`config.mk`:
```
export PLATFORM = sky130hd
export DESIGN_NAME = hazard_ctrl
export DESIGN_NICKNAME = d
export VERILOG_FILES = /design/src/rtl/hazard_ctrl_pkg.sv /design/src/rtl/hazard_ctrl_md_busy_timer.sv /design/src/rtl/hazard_ctrl.sv
export SDC_FILE = /design/constraint.sdc
export NUM_CORES = 1
export LEC_CHECK = 0
export CAP_MARGIN = 5
export CORE_ASPECT_RATIO = 1.5
export CORE_MARGIN = 2
export CORE_UTILIZATION = 38
export CTS_CLUSTER_DIAMETER = 120
export DETAILED_ROUTE_END_ITERATION = 6
export GPL_TIMING_DRIVEN = 0
export SLEW_MARGIN = 10
export SYNTH_ARGS = -nofsm -noshare
export SYNTH_HDL_FRONTEND = slang
export SYNTH_SLANG_ARGS = --single-unit
```
`constraint.sdc`:
```
create_clock -name clk -period 2.6 [get_ports clk]
set_input_delay 0.78 -clock clk [delete_from_list [all_inputs] [get_ports clk]]
set_output_delay 0.78 -clock clk [all_outputs]
set_load 0.05 [all_outputs]
```
`src/rtl/hazard_ctrl_pkg.sv`:
```
// Shared definitions for the hazard controller: Tuse/forward/mult-div codes and slot records.
// Latency: n/a (types, constants and one helper only).
// Backpressure: n/a.
package hazard_ctrl_pkg;

    // Tuse code meaning "this operand is not read"
    localparam logic [2:0] TUSE_NONE_DEF   = 3'd7;

    // Operand source encodings shared by the D, E and M muxes
    localparam logic [1:0] FWD_RF          = 2'd0;  // regfile / pipe register
    localparam logic [1:0] FWD_W           = 2'd1;
    localparam logic [1:0] FWD_M           = 2'd2;
    localparam logic [1:0] FWD_E           = 2'd3;

    // HI/LO unit operation classes
    localparam logic [1:0] MD_NONE         = 2'd0;
    localparam logic [1:0] MD_MULT         = 2'd1;
    localparam logic [1:0] MD_DIV          = 2'd2;

    localparam int unsigned MULT_CYCLES_DEF = 5;
    localparam int unsigned DIV_CYCLES_DEF  = 10;

    // In-flight writer in E; raddrs are kept so E-stage forwarding can be resolved
    typedef struct packed {
        logic [4:0] waddr;
        logic [2:0] tnew;
        logic [4:0] raddr0;
        logic [4:0] raddr1;
        logic [1:0] md;
    } slot_e_t;

    // M keeps raddr1 for store-data forwarding from W
    typedef struct packed {
        logic [4:0] waddr;
        logic [2:0] tnew;
        logic [4:0] raddr1;
    } slot_m_t;

    typedef struct packed {
        logic [4:0] waddr;
        logic [2:0] tnew;
    } slot_w_t;

    // One stage closer to producing the result; never wraps below zero
    function automatic logic [2:0] tnew_dec(input logic [2:0] tnew);
        return (tnew == 3'd0) ? 3'd0 : tnew - 3'd1;
    endfunction

endpackage

```
`src/rtl/hazard_ctrl_md_busy_timer.sv`:
```
// HI/LO unit occupancy timer: loads when a mult/div sits in E, then counts down to zero.
// Latency: md_busy is combinational from the E-slot class and the registered counter.
// Backpressure: none; the consumer stalls D on md_busy.
// Ports: clk, reset (async active-low), e_md (class of the instruction in E), md_busy.
module md_busy_timer
    import hazard_ctrl_pkg::*;
#(
    parameter int unsigned MULT_CYCLES = MULT_CYCLES_DEF,
    parameter int unsigned DIV_CYCLES  = DIV_CYCLES_DEF
) (
    input  logic       clk,
    input  logic       reset,
    input  logic [1:0] e_md,
    output logic       md_busy
);

    logic [3:0] cnt_q;
    logic [3:0] cnt_d;

    always_comb begin
        cnt_d = cnt_q;
        if (e_md == MD_MULT) begin
            cnt_d = 4'(MULT_CYCLES);
        end else if (e_md == MD_DIV) begin
            cnt_d = 4'(DIV_CYCLES);
        end else if (cnt_q != 4'd0) begin
            cnt_d = cnt_q - 4'd1;
        end
    end

    always_ff @(posedge clk or negedge reset) begin
        if (!reset) begin
            cnt_q <= 4'd0;
        end else begin
            cnt_q <= cnt_d;
        end
    end

    // The unit is already claimed while the op is still in E, before the counter loads
    assign md_busy = (cnt_q != 4'd0) || (e_md != MD_NONE);

endmodule

```
`src/rtl/hazard_ctrl.sv`:
```
// Pipeline hazard controller: tracks E/M/W writers, raises the D stall and drives all operand forward selects.
// Latency: stall and fwd_* are combinational from D inputs and registered slot state (zero cycles).
// Backpressure: stall holds PC and F/D and injects a bubble into D/E; HI/LO busy folds into the same stall.
// Ports: clk, reset (async active-low); D decode inputs d_*; outputs stall, fwd_d0/1, fwd_e0/1, fwd_m1, md_busy.
module hazard_ctrl
    import hazard_ctrl_pkg::*;
#(
    parameter int unsigned MULT_CYCLES = MULT_CYCLES_DEF,
    parameter int unsigned DIV_CYCLES  = DIV_CYCLES_DEF,
    parameter logic [2:0]  TUSE_NONE   = TUSE_NONE_DEF
) (
    input  logic       clk,
    input  logic       reset,
    input  logic [4:0] d_raddr0,
    input  logic [4:0] d_raddr1,
    input  logic [2:0] d_tuse0,
    input  logic [2:0] d_tuse1,
    input  logic [4:0] d_waddr,
    input  logic [2:0] d_tnew,
    input  logic [1:0] d_md_start,
    input  logic       d_md_use,
    output logic       stall,
    output logic [1:0] fwd_d0,
    output logic [1:0] fwd_d1,
    output logic [1:0] fwd_e0,
    output logic [1:0] fwd_e1,
    output logic       fwd_m1,
    output logic       md_busy
);

    slot_e_t slot_e_q, slot_e_d;
    slot_m_t slot_m_q, slot_m_d;
    slot_w_t slot_w_q, slot_w_d;

    logic raw_stall;

    // A D operand must wait if a writer in E or M will still be producing its
    // value later than the operand is needed. W always has the result ready.
    function automatic logic raw_hazard(input logic [4:0] raddr,
                                        input logic [2:0] tuse,
                                        input slot_e_t    e,
                                        input slot_m_t    m);
        return (raddr != 5'd0) && (tuse != TUSE_NONE) &&
               (((e.waddr == raddr) && (e.tnew > tuse)) ||
                ((m.waddr == raddr) && (m.tnew > tuse)));
    endfunction

    // Youngest ready producer wins; raddr 0 can never match since waddr 0 is excluded
    function automatic logic [1:0] sel_d(input logic [4:0] raddr,
                                         input slot_e_t    e,
                                         input slot_m_t    m,
                                         input slot_w_t    w);
        logic [1:0] sel;
        sel = FWD_RF;
        if ((w.waddr != 5'd0) && (w.waddr == raddr) && (w.tnew == 3'd0)) sel = FWD_W;
        if ((m.waddr != 5'd0) && (m.waddr == raddr) && (m.tnew == 3'd0)) sel = FWD_M;
        if ((e.waddr != 5'd0) && (e.waddr == raddr) && (e.tnew == 3'd0)) sel = FWD_E;
        return sel;
    endfunction

    function automatic logic [1:0] sel_e(input logic [4:0] raddr,
                                         input slot_m_t    m,
                                         input slot_w_t    w);
        logic [1:0] sel;
        sel = FWD_RF;
        if ((w.waddr != 5'd0) && (w.waddr == raddr) && (w.tnew == 3'd0)) sel = FWD_W;
        if ((m.waddr != 5'd0) && (m.waddr == raddr) && (m.tnew == 3'd0)) sel = FWD_M;
        return sel;
    endfunction

    md_busy_timer #(
        .MULT_CYCLES (MULT_CYCLES),
        .DIV_CYCLES  (DIV_CYCLES)
    ) u_md_busy_timer (
        .clk     (clk),
        .reset   (reset),
        .e_md    (slot_e_q.md),
        .md_busy (md_busy)
    );

    always_comb begin
        raw_stall = raw_hazard(d_raddr0, d_tuse0, slot_e_q, slot_m_q) ||
                    raw_hazard(d_raddr1, d_tuse1, slot_e_q, slot_m_q);
        // Both causes share one bubble; they never add up to two
        stall     = raw_stall || (d_md_use && md_busy);

        fwd_d0    = sel_d(d_raddr0, slot_e_q, slot_m_q, slot_w_q);
        fwd_d1    = sel_d(d_raddr1, slot_e_q, slot_m_q, slot_w_q);
        fwd_e0    = sel_e(slot_e_q.raddr0, slot_m_q, slot_w_q);
        fwd_e1    = sel_e(slot_e_q.raddr1, slot_m_q, slot_w_q);
        fwd_m1    = (slot_w_q.waddr != 5'd0) && (slot_w_q.waddr == slot_m_q.raddr1) &&
                    (slot_w_q.tnew == 3'd0);
    end

    // Slot advance: every instruction moves one stage per clock; a stalled
    // D instruction is replaced in E by an all-zero bubble.
    always_comb begin
        slot_e_d = '0;
        if (!stall) begin
            slot_e_d.waddr  = d_waddr;
            slot_e_d.tnew   = tnew_dec(d_tnew);
            slot_e_d.raddr0 = d_raddr0;
            slot_e_d.raddr1 = d_raddr1;
            slot_e_d.md     = d_md_start;
        end

        slot_m_d        = '0;
        slot_m_d.waddr  = slot_e_q.waddr;
        slot_m_d.tnew   = tnew_dec(slot_e_q.tnew);
        slot_m_d.raddr1 = slot_e_q.raddr1;

        slot_w_d        = '0;
        slot_w_d.waddr  = slot_m_q.waddr;
        slot_w_d.tnew   = tnew_dec(slot_m_q.tnew);
    end

    always_ff @(posedge clk or negedge reset) begin
        if (!reset) begin
            slot_e_q <= '0;
            slot_m_q <= '0;
            slot_w_q <= '0;
        end else begin
            slot_e_q <= slot_e_d;
            slot_m_q <= slot_m_d;
            slot_w_q <= slot_w_d;
        end
    end

endmodule

```
# ---- Word-level counts from Yosys, hierarchy flattened
# Index checks and enable logic that the tools add are counted.
dict set report word_totals {
  output_inout_bits 11
  input_bits 29
  elab_cells 99
  reg_bits 45
}
dict set report op_classes {
  order_cmp 4
  n_reduce_logical 48
  mux 17
  n_eq_ne 15
  addsub 4
}
# op count
set ops {}
lappend ops {{$eq A5 B5 Y1} 11}
lappend ops {{$logic_and A1 B1 Y1} 31}
lappend ops {{$reduce_bool A5 Y1} 5}
lappend ops {{$mux W20} 1}
lappend ops {{$gt A3 B3 Y1} 4}
lappend ops {{$logic_not A3 Y1} 4}
lappend ops {{$mux W2} 6}
lappend ops {{$mux W4} 3}
lappend ops {{$mux W3} 3}
lappend ops {{$sub A3 B1 Y3 const B} 3}
lappend ops {{$ne A3 B3 Y1 const B} 2}
lappend ops {{$logic_or A1 B1 Y1} 5}
lappend ops {{$mux W1} 4}
lappend ops {{$reduce_bool A4 Y1} 1}
lappend ops {{$sub A4 B1 Y4 const B} 1}
lappend ops {{$reduce_bool A3 Y1} 1}
lappend ops {{$eq A2 B1 Y1 const B} 1}
lappend ops {{$eq A2 B2 Y1 const B} 1}
lappend ops {{$reduce_bool A2 Y1} 1}

# ---- Longest topological paths before layout
# Gate-level depths: netlist of the first run.
dict set report depth {
  word_depth 7
  depth_mapped 8
  mapped_depth_nobuf 7
}

# ---- Hierarchy
# A second synthesis of the first run with hierarchy kept.
dict set report unflattened {
  hier_cells 262
  hier_area_um2 2761.4
}
# mod seq_area_each_um2 cells_per_inst n_inst area_per_inst_um2
set modules_own_cells {}
lappend modules_own_cells {hazard_ctrl 1026.0 235 1 2479.9}
lappend modules_own_cells {md_busy_timer 100.1 27 1 281.5}

# ---- Least setup slack after synthesis of the first run
# No wires, ideal clock.
dict set report synth_path {
  kind {register to output}
  start {register slot_m_q[6] (netlist name)}
  end {output fwd_e0[0]}
  stages_incl_launch_ff 6
  slack_ns -1.158
  t_required_ns 1.820
  arrival_ns 2.978
  cell_sequence {dfrtp_1 nor2_1 ha_1 o21ai_2 nor4_1 nor4_2}
}
dict set report synth_between {
  elab_chain_len 3
}
# item line_no
set synth_rtl {}
lappend synth_rtl {{start: declaration} hazard_ctrl.sv:32} ;# slot_m_t slot_m_q, slot_m_d;
lappend synth_rtl {{start signal: assignment} hazard_ctrl.sv:124} ;# slot_m_q <= slot_m_d;
lappend synth_rtl {{$logic_not A3 Y1} hazard_ctrl.sv:67} ;# if ((m.waddr != 5'd0) && (m.waddr == raddr) && (m.tnew == 3'd0)) sel = FWD_M;
lappend synth_rtl {{$logic_and A1 B1 Y1} hazard_ctrl.sv:67}
lappend synth_rtl {{$mux W2} hazard_ctrl.sv:67}
lappend synth_rtl {{end: declaration} hazard_ctrl.sv:25} ;# output logic [1:0] fwd_e0,
# No other way between the ends.

# ---- Final worst setup path of the first run
dict set report layout_path {
  start {input d_raddr1[4]}
  end {output stall}
}
dict set report layout_between {
  elab_chain_len 6
  word_cells_on_any_way 10
}
# item line_no
set layout_rtl {}
lappend layout_rtl {{start: declaration} hazard_ctrl.sv:15} ;# input logic [4:0] d_raddr1,
lappend layout_rtl {{$eq A5 B5 Y1, on equally long branches} {hazard_ctrl.sv:44, hazard_ctrl.sv:45}}
lappend layout_rtl {{$logic_and A1 B1 Y1, on equally long branches} {hazard_ctrl.sv:44, hazard_ctrl.sv:45}}
lappend layout_rtl {{$logic_or A1 B1 Y1} hazard_ctrl.sv:44} ;# (((e.waddr == raddr) && (e.tnew > tuse)) ||
lappend layout_rtl {{$logic_and A1 B1 Y1 *} hazard_ctrl.sv:43} ;# return (raddr != 5'd0) && (tuse != TUSE_NONE) &&
lappend layout_rtl {{$logic_or A1 B1 Y1 *} hazard_ctrl.sv:82} ;# raw_stall = raw_hazard(d_raddr0, d_tuse0, slot_e_q, slot_m_q) ||
lappend layout_rtl {{$logic_or A1 B1 Y1 *} hazard_ctrl.sv:85} ;# stall = raw_stall || (d_md_use && md_busy);
lappend layout_rtl {{end: declaration} hazard_ctrl.sv:22} ;# output logic stall,
# Every way passes the cells marked *; elsewhere a longest branch is shown, timed or not.

==> impl_metrics.py, run 1 <==
metrics = {
    "status": {
        "outcome": "complete, but fails checks",
        "violations": "setup timing",
    },
    "detailed_routing": {
        "ant_nets": 0,
        "avgViaCountPerCell": 5.08,
        "drc": 0,
        "drt-total-wl_mm": 7.84,
        "drt_iter0_drc": 133,
        "first_pass_iters": 4,
        "wire_per_inst_um": 17.8,
        "vias": 2234,
    },
    "setup_path": {
        "end_kind": "primary output",
        "crit_slowest_cell": "o41ai_4",
        "start_kind": "input pin",
        "reg2regPathDepth": 11,
        "reg2reg_slack_ns": 0.10,
        "path_cells": "buf_8 -> buf_6 -> xor2_2 -> nor3_2 -> nand3_2 -> o41ai_4 -> or3_4 -> buf_8",
        "required_ns": 1.82,
        "cp_slowest_stage_delay_ns": 0.47,
        "crit_type": "input pin to primary output",
        "worstReg2RegStart": "slot_m_q[6]",
        "crit_top_cell": "buf_8",
        "cp_max_fo": 4,
        "arrival_ns": 2.38,
        "worst_r2r_endpoint": "slot_e_q[19]",
    },
    "sta": {
        "finalSetupViolCount": 10,
        "rsz0062_at_grt": "true",
        "finalMaxSlewViolations": 0,
        "fin_skew_ns": 0.0115,
        "finalHoldViolCount": 0,
        "setup_slack_ns": -0.559,
        "relSlewSlack": 0.665,
        "fmax_mhz": 317,
        "worst_slew_pin_slew_ns": 0.503,
        "post-route-period-util": 1.22,
        "period_minus_slack_ns": 3.16,
        "holdWs_ns": 0.381,
    },
    "global_routing": {
        "grt_pass1_wl_mm": 12.5,
        "met1_usage": 0.240,
        "grt_busiest_layer": "met2",
        "grt_util_met2": 0.358,
        "gr-usage-all-layers": 0.199,
        "grt-ovfl-total": 0,
        "grt_max_degree": 26,
        "grt_pass1_vias": 2434,
        "use_met3": 0.0265,
        "antenna_found_initial": 0,
    },
    "finish": {
        "fin_area_um2": 4310,
        "nNetsFinal": 388,
        "area_growth_pct": 50.0,
        "final_common_cell": "dfrtp_1",
        "drive_above_1_share": 0.465,
        "final_cell_mix": "dfrtp_1, xor2_1, buf_4, xnor2_1, buf_6",
        "fin_cells": 440,
        "nFillCells": 592,
        "diodes": 0,
    },
    "logic_synthesis": {
        "syn-cell-area_um2": 2870,
        "avgSynthCellArea_um2": 11.0,
        "synth_fa_ha_area_frac": 0.0906,
        "ys_seq_area_frac": 0.392,
        "yosys.area_share.simple": 0.217,
        "synthMuxAreaShare": 0,
        "ys_warn_count": 0,
        "ys_types": 37,
        "synth_nets": 310,
        "synth_xor_xnor_area_share": 0.174,
        "synth_top_family_by_area": "simple AND/OR/NAND/NOR gates",
        "ys_ff_latch": 45,
        "synth-compound-area-share": 0.0671,
        "syn_inst": 261,
    },
    "clock_network": {
        "cts_tree": "done",
        "cts.sinks": 45,
        "htreeDepth": 2,
        "cts_buffers": 5,
        "clockBufferDepth": 2,
        "clock_latency_ns": 0.30,
        "cts_root_buffer": "clkbuf_8",
        "path_clk_slew_ns": 0.09,
        "holdBufCountCts": 0,
    },
    "power": {
        "peakVddDrop_mv": 0.316,
        "p_leak_nw": 1.89,
        "p_per_area_nw_per_um2": 587,
    },
    "die": {
        "fp.dieH_um": 110,
        "start_util": 0.395,
        "placement_rows": 38,
        "dieArea_um2": 8280,
        "coreArea_um2": 7270,
        "dieWidth_um": 75.0,
        "io_pins": 40,
    },
    "worst_hold_path": {
        "hp-start": "slot_m_q[9]",
        "hp-class": "flop to flop",
        "whs_endpoint": "slot_w_q[4]",
        "hold_depth": 0,
    },
    "place": {
        "hpwl_mm": 5.23,
        "place_congestion": 0.785,
        "portBuffers": 39,
        "placed_area_um2": 3500,
        "dp_cells": 401,
    },
    "run": {
        "cap_violations": 0,
    },
}
==> cell families after synthesis <==
| logic type | count (synthesis) |
|---|---|
| buffers and inverters | 35 |
| and+or+nand+nor | 76 |
| xor gates and xnor gates | 57 |
| DFF | 45 |
| AOI/OAI and AO/OA | 27 |
| adders and majority gates | 21 |
==> routing by layer <==
metal,up-vias,wire (um)
li1,1060,-
met1,1106,3010
met2,51,4430
met3,17,221
met4,0,179
met5,-,0
==> layout make-up <==
class | count | area [um2] | share of cell area
timing repair buffer | 75 | 723 | 0.168
multi-input combinational | 181 | 2000 | 0.465
buffer | 12 | 133 | 0.0308
tap | 100 | 125 | 0.0291
inverter | 19 | 73.8 | 0.0171
clock buffer | 7 | 86.3 | 0.0200
sequential | 45 | 1130 | 0.264
clock inverter | 1 | 30.0 | 0.00697
==> what timing repair did <==
item | in CTS | in global routing
pin swaps | 34 | 16
resized for setup | 200 | 25
cloned | 2 | 0
setup endpoints to repair | 31 | 13
setup buffers | 31 | 6
==> synthesized netlist by cell type <==
| library cell | count | area [um2] |
|---|---|---|
| a211o_1 | 2 | 17.5 |
| a21o_1 | 3 | 22.5 |
| a21oi_1 | 4 | 20.0 |
| a32oi_1 | 1 | 8.76 |
| and2_1 | 1 | 6.26 |
| and3_1 | 2 | 12.5 |
| buf_1 | 1 | 3.75 |
| buf_2 | 7 | 35.0 |
| buf_6 | 4 | 45.0 |
| clkbuf_1 | 4 | 15.0 |
| dfrtp_1 | 45 | 1130 |
| ha_1 | 20 | 250 |
| inv_1 | 19 | 71.3 |
| maj3_1 | 1 | 10.0 |
| nand2_1 | 6 | 22.5 |
| nand2b_1 | 1 | 6.26 |
| nand3_1 | 11 | 55.1 |
| nor2_1 | 8 | 30.0 |
| nor2b_1 | 1 | 6.26 |
| nor3_1 | 7 | 35.0 |
| nor3b_2 | 1 | 12.5 |
| nor4_1 | 5 | 31.3 |
| nor4_2 | 4 | 50.1 |
| nor4b_2 | 19 | 285 |
| o2111ai_1 | 3 | 26.3 |
| o21a_1 | 1 | 7.51 |
| o21ai_0 | 5 | 25.0 |
| o21ai_1 | 1 | 5.00 |
| o21ai_2 | 2 | 17.5 |
| o22ai_1 | 3 | 18.8 |
| o31ai_1 | 1 | 7.51 |
| o41ai_2 | 1 | 16.3 |
| or2_2 | 2 | 12.5 |
| or3_1 | 2 | 12.5 |
| or4_1 | 6 | 45.0 |
| xnor2_1 | 23 | 201 |
| xor2_1 | 34 | 298 |
==> worst max-delay path by stage <==
| stage | from | endpoint | depth (start not counted) |
|---|---|---|---|
| after global routing | d_raddr1[4] | stall | 8 |
| after CTS | d_raddr1[4] | stall | 6 |
| after floorplan | d_raddr1[1] | stall | 4 |
| after global placement | d_raddr1[0] | stall | 7 |
| after detailed placement | d_raddr1[0] | stall | 7 |
| final | d_raddr1[4] | stall | 8 |
==> worst max-delay path: cells and delay by family <==
| kind | cells | cell delay (ns) |
|---|---|---|
| compound gates | 1 | 0.47 |
| simple gates | 3 | 0.63 |
| xor+xnor | 1 | 0.14 |
| buf+inv | 3 | 0.36 |
==> power breakdown <==
group	switching, W	internal, W
Sequential	0.000110	0.000804
Combinational	0.000521	0.000533
Clock	0.000245	0.000314
Total	0.000877	0.00165
==> sequential cells by signal, indices dropped and copies added (netlist names) <==
signal,cells
slot_e_q,20
slot_m_q,13
slot_w_q,8
u_md_busy_timer.cnt_q,4
==> metrics by stage <==
step | TNS [ns] | util | worst slack (ns) | total power, W
2_1_floorplan | -0.874 | - | -0.221 | 0.00146
3_3_place_gp | -44.44 | 0.479 | -1.84 | 0.00167
3_5_place_dp | -18.38 | 0.481 | -1.79 | 0.00170
4_1_cts | -2.24 | 0.579 | -0.535 | 0.00249
5_1_grt | -2.87 | 0.592 | -0.560 | 0.00266
6_report | -2.46 | 0.592 | -0.559 | 0.00253
Note: power is estimated with default switching activity, not from simulation.
==> inputs of run 2 (changes only) <==
Clock period 2.6 ns to 3.08 ns, I/O delays scaled along.
==> run 2 against run 1 <==
  * Utilization fell by 3.7 points
  * Clock skew fell by 0.0049 ns
  * Count of clock-buffer cells in the layout decreased by 2
  * Global-route usage shrank 1.9 points
  * Power shrank 21%
  * Sequential power shrank 15%
  * Via count down 5.6%
  * Register-to-register slack improved by 0.87 ns
  * Highest routed layer unchanged
  * Combinational power is 24% lower
  * The flow still finishes with violations (setup timing)
  * Die area stayed put
  * Cell area shrank 6.3%
==> impl_metrics.py, run 2 (synthesis results as in run 1) <==
metrics = {
    "die": {
        "placement_rows": 38,
        "io_pins": 40,
        "start_util": 0.395,
        "dieWidth_um": 75.0,
        "coreArea_um2": 7270,
        "fp.dieH_um": 110,
        "dieArea_um2": 8280,
    },
    "power": {
        "power.total_w": 0.00201,
        "peakVddDrop_mv": 0.205,
        "p_leak_nw": 1.73,
        "p_per_area_nw_per_um2": 497,
    },
    "worst_hold_path": {
        "hold_depth": 0,
        "hp-start": "slot_m_q[12]",
        "whs_endpoint": "slot_w_q[7]",
        "hp-class": "flop to flop",
    },
    "detailed_routing": {
        "ant_nets": 0,
        "first_pass_iters": 4,
        "top_layer": "met4",
        "drt-met1-wl_mm": 2.68,
        "avgViaCountPerCell": 5.01,
        "wire_per_inst_um": 16.3,
        "wl_met3_um": 211,
        "routed-wl-met2_mm": 3.83,
        "vias": 2109,
        "drc": 0,
        "drt_iter0_drc": 49,
        "drt-total-wl_mm": 6.86,
    },
    "run": {
        "cap_violations": 0,
    },
    "sta": {
        "final.setup.tns_ns": -0.258,
        "fmax_mhz": 300,
        "fin_skew_ns": 0.00658,
        "finalMaxSlewViolations": 0,
        "setup_slack_ns": -0.258,
        "relSlewSlack": 0.667,
        "finalHoldViolCount": 0,
        "rsz0062_at_grt": "true",
        "finalSetupViolCount": 1,
        "period_minus_slack_ns": 3.34,
        "worst_slew_pin_slew_ns": 0.499,
        "post-route-period-util": 1.08,
    },
    "finish": {
        "regMostFlops": "slot_e_q",
        "largest_register_ffs": 20,
        "fin_area_um2": 4040,
        "area_growth_pct": 40.5,
        "fin_cells": 421,
        "multiInputGateArea_um2": 1950,
        "final_common_cell": "dfrtp_1",
        "final_util": 0.555,
        "regArea_um2": 1130,
        "top_regs": "slot_e_q: 20 flops, slot_m_q: 13 flops, slot_w_q: 8 flops",
        "drive_above_1_share": 0.436,
        "diodes": 0,
        "final_cell_mix": "dfrtp_1, xor2_1, xnor2_1, nor4b_2, buf_6",
        "nFillCells": 629,
        "nNetsFinal": 370,
    },
    "setup_path": {
        "start_kind": "input pin",
        "reg2reg_slack_ns": 0.97,
        "required_ns": 2.16,
        "cp_top_family": "simple AND/OR/NAND/NOR gates",
        "worstReg2RegStart": "u_md_busy_timer.cnt_q[0]",
        "crit_top_cell": "buf_8",
        "crit_slowest_cell": "or4_4",
        "path_cells": "buf_8 -> or4_4 -> o21ai_4 -> nor4_4 -> or3_4 -> buf_8",
        "arrival_ns": 2.41,
        "cp_slowest_stage_delay_ns": 0.55,
        "cp_max_fo": 2,
        "reg2regPathDepth": 10,
        "worst_r2r_endpoint": "slot_e_q[12]",
        "crit_buf_inv": 2,
        "end_kind": "primary output",
        "crit_type": "input pin to primary output",
    },
    "clock_network": {
        "cts_tree": "done",
        "cts_buffers": 5,
        "cts_root_buffer": "clkbuf_8",
        "path_clk_slew_ns": 0.07,
        "htreeDepth": 2,
        "clock_latency_ns": 0.30,
        "cts.sinks": 45,
        "clockBufferDepth": 2,
    },
    "global_routing": {
        "grt_pass1_vias": 2309,
        "grt_max_degree": 36,
        "grt-ovfl-total": 0,
        "antenna_found_initial": 0,
        "gr-usage-all-layers": 0.180,
        "grt_pass1_wl_mm": 11.3,
    },
    "place": {
        "place_congestion": 0.757,
        "portBuffers": 39,
        "hpwl_mm": 5.19,
        "placed_area_um2": 3460,
        "dp_cells": 401,
    },
    "status": {
        "outcome": "complete, but fails checks",
        "violations": "setup timing",
    },
}
run 2: worst reg2reg max path, cell delays in order (launching register included):
cell and delay [ns]:
dfrtp_1 0.38, inv_1 0.12, ha_1 0.17, nor3b_2 0.31
nand2_1 0.11, nand2_1 0.15, o41ai_4 0.11, buf_4 0.14
buf_4 0.14, buf_6 0.15, nor4b_2 0.24
run 2: worst max path at each step:
stage | start | end | slack (ns) | cells past startpoint
2_1_floorplan | slot_m_q[9] | fwd_e0[0] | -0.08 | 5
3_3_place_gp | d_raddr1[0] | stall | -1.60 | 7
3_5_place_dp | d_raddr1[0] | stall | -1.57 | 7
4_1_cts | d_raddr1[4] | stall | -0.31 | 6
5_1_grt | d_tuse0[2] | stall | -0.30 | 8
6_report | d_raddr1[4] | stall | -0.26 | 6
run 2: cell type report:
class / instances / share of cell area
clock inverter: 2 / 0.00868
inverter: 19 / 0.0177
multi-input combinational: 181 / 0.483
buffer: 11 / 0.0236
timing repair buffer: 58 / 0.138
sequential: 45 / 0.280
clock buffer: 5 / 0.0171
tap: 100 / 0.0310
run 2: per-layer routing:
| layer | vias to the layer above | global-route usage |
|---|---|---|
| met2 | 41 | 0.315 |
| met5 | - | 0 |
| met4 | 0 | 0.0679 |
| met1 | 1034 | 0.215 |
| li1 | 1022 | - |
| met3 | 12 | 0.0246 |
run 2: metrics by stage:
stage | worst slack (ns) | hold slack [ns]
after floorplan | -0.0814 | 0.349
after global placement | -1.60 | 0.353
after detailed placement | -1.57 | 0.354
after CTS | -0.305 | 0.374
after global routing | -0.295 | 0.384
final | -0.258 | 0.373
run 2: report_power, final:
part	switching [W]	internal [W]
logic	0.000406	0.000393
clock network	0.000198	0.000236
registers	0.0000952	0.000678
total	0.000699	0.00131
run 2: what timing repair did:
action                     CTS  global route
setup endpoints to repair   10            11
hold endpoints to repair     0             0
pin swaps                   19            24
setup buffers               11             7
gates resized for setup    165            40
hold buffers                 0             0
==> inputs of run 3 (changes only) <==
Settings changed: CORE_ASPECT_RATIO 1.5 to 0.9, REMOVE_ABC_BUFFERS from default to 1.
==> run 3 against run 2 <==
  * Count of clock-buffer cells in the layout increased by 2
  * Sequential power increased by 0.8%
  * Highest routed layer unchanged
  * Sequential cell count unchanged
  * Hold slack improved by 0.064 ns
  * Critical endpoint unchanged
  * The run still ends with setup timing left
  * Utilization decreased by 3.4 points
  * Sequential share of layout area increased by 1.3 points
  * Critical path type unchanged
  * Clock power increased by 5.3%
  * First-iteration DRC count increased by 80%
  * Combinational power decreased by 14%
  * Register-to-register slack got worse by 0.26 ns
  * Power decreased by 4.0%
==> impl_metrics.py, run 3 (synthesis results as in run 1) <==
metrics = {
    "status": {
        "outcome": "complete, but fails checks",
        "violations": "setup timing",
    },
    "sta": {
        "rsz0062_at_grt": "true",
        "final.setup.tns_ns": -0.312,
        "period_minus_slack_ns": 3.36,
        "setup_slack_ns": -0.276,
        "finalSetupViolCount": 2,
        "finalHoldViolCount": 0,
        "fin_skew_ns": 0.00775,
        "worst_slew_pin_slew_ns": 0.490,
        "post-route-period-util": 1.09,
        "fmax_mhz": 298,
        "finalMaxSlewViolations": 0,
        "relSlewSlack": 0.675,
        "holdWs_ns": 0.436,
    },
    "global_routing": {
        "grt_pass1_wl_mm": 11.0,
        "grt-ovfl-total": 0,
        "antenna_found_initial": 0,
        "grt_pass1_vias": 2097,
        "grt_max_degree": 31,
        "gr-usage-all-layers": 0.175,
    },
    "setup_path": {
        "end_kind": "primary output",
        "start_kind": "input pin",
        "required_ns": 2.16,
        "crit_type": "input pin to primary output",
        "crit_slowest_cell": "or4_4",
        "cp_top_family": "simple AND/OR/NAND/NOR gates",
        "cp_max_fo": 2,
        "crit_buf_inv": 2,
        "arrival_ns": 2.43,
        "cp_slowest_stage_delay_ns": 0.54,
        "path_cells": "buf_12 -> or4_4 -> o21ai_4 -> o41ai_4 -> or3_1 -> buf_6",
    },
    "die": {
        "coreArea_um2": 7430,
        "io_pins": 40,
        "placement_rows": 30,
        "dieArea_um2": 8270,
        "dieWidth_um": 95.6,
        "fp.dieH_um": 86.5,
        "start_util": 0.386,
    },
    "place": {
        "hpwl_mm": 4.73,
        "portBuffers": 39,
        "place_ws_ns": -1.96,
        "place_congestion": 0.770,
    },
    "clock_network": {
        "htreeDepth": 2,
        "cts_tree": "done",
        "path_clk_slew_ns": 0.08,
        "holdBufCountCts": 0,
        "cts_buffers": 5,
        "clockBufferDepth": 2,
        "clock_latency_ns": 0.29,
        "cts_root_buffer": "clkbuf_8",
        "cts.sinks": 45,
    },
    "detailed_routing": {
        "ant_nets": 0,
        "drc": 0,
        "wire_per_inst_um": 16.7,
        "drt_iter0_drc": 88,
        "first_pass_iters": 4,
        "vias": 2119,
        "drt-total-wl_mm": 6.89,
        "avgViaCountPerCell": 5.13,
    },
    "power": {
        "p_per_area_nw_per_um2": 498,
        "power.total_w": 0.00193,
        "peakVddDrop_mv": 0.220,
        "p_leak_nw": 1.68,
        "p_comb_frac": 0.358,
        "power_switching_w": 0.000653,
        "p_int_w": 0.00127,
        "power.share.clock": 0.237,
        "p_sw_frac": 0.339,
        "power_frac_seq": 0.405,
    },
    "finish": {
        "final_cell_mix": "dfrtp_1, xor2_1, xnor2_1, buf_4, nor4b_2",
        "largest_register_ffs": 20,
        "final_common_cell": "dfrtp_1",
        "top_regs": "slot_e_q: 20 flops, slot_m_q: 13 flops, slot_w_q: 8 flops",
        "drive_above_1_share": 0.413,
        "diodes": 0,
        "nNetsFinal": 365,
        "regMostFlops": "slot_e_q",
        "area_growth_pct": 34.8,
    },
    "run": {
        "cap_violations": 0,
    },
    "worst_hold_path": {
        "hp-class": "flop to flop",
    },
}
-- run 3: changes by cell type in the layout (fill, tap and decap cells not counted), sizes merged --
cell,before,now
clkbuf,8,10
dlymetal6s2s,1,0
clkdlybuf4s15,2,4
buf,49,43
clkinv,1,0
-- run 3: area by class of cell --
class	count	area (um2)
flip-flops and latches	45	1140
clock inverters	1	30.0
clock buffers	7	86.3
well taps	96	120
repair buffers	64	581
inverters	19	71.3
multi-input cells	181	1850
fillers	656	3560
-- run 3: timing repair --
item / CTS / global route
setup buffers: 15 / 7
gates cloned: 0 / 0
endpoints found under the setup margin: 18 / 9
pin swaps: 26 / 17
gates resized for setup: 153 / 31
-- run 3: final timing paths --
check / from / end / slack [ns] / cells past startpoint
setup / recovery: d_raddr1[2] / stall / -0.28 / 6
hold / removal: slot_e_q[4] / slot_m_q[2] / 0.44 / 0
setup reg to reg: u_md_busy_timer.cnt_q[0] / slot_e_q[10] / 0.71 / 11
hold reg to reg: slot_e_q[4] / slot_m_q[2] / 0.44 / 0
max in group asynchronous: reset / slot_m_q[11] / 2.04 / 2
min in group asynchronous: reset / slot_m_q[4] / 0.54 / 1
-- run 3: power by group through the flow --
stage | clock, W | sequential, W | combinational [W]
after floorplan | 0 | 0.000762 | 0.000405
after global placement | 0 | 0.000790 | 0.000547
after detailed placement | 0 | 0.000791 | 0.000582
after CTS | 0.000465 | 0.000773 | 0.000650
after global routing | 0.000489 | 0.000794 | 0.000757
final | 0.000457 | 0.000779 | 0.000690
-- run 3: routing by layer --
metal	vias up	part of all wire	global-route usage
met2	42	0.53	0.308
li1	1015	-	-
met4	0	0.0068	0.0351
met5	-	0	0
met3	9	0.032	0.0322
met1	1053	0.43	0.225
-- run 3: metrics by stage --
step / area [um2] / utilization / std cells
after floorplan: 2770 / - / 245
after global placement: 3280 / 0.442 / 380
after detailed placement: 3400 / 0.458 / 386
after CTS: 3720 / 0.500 / 406
after global routing: 3870 / 0.521 / 413
final: 3870 / 0.521 / 413
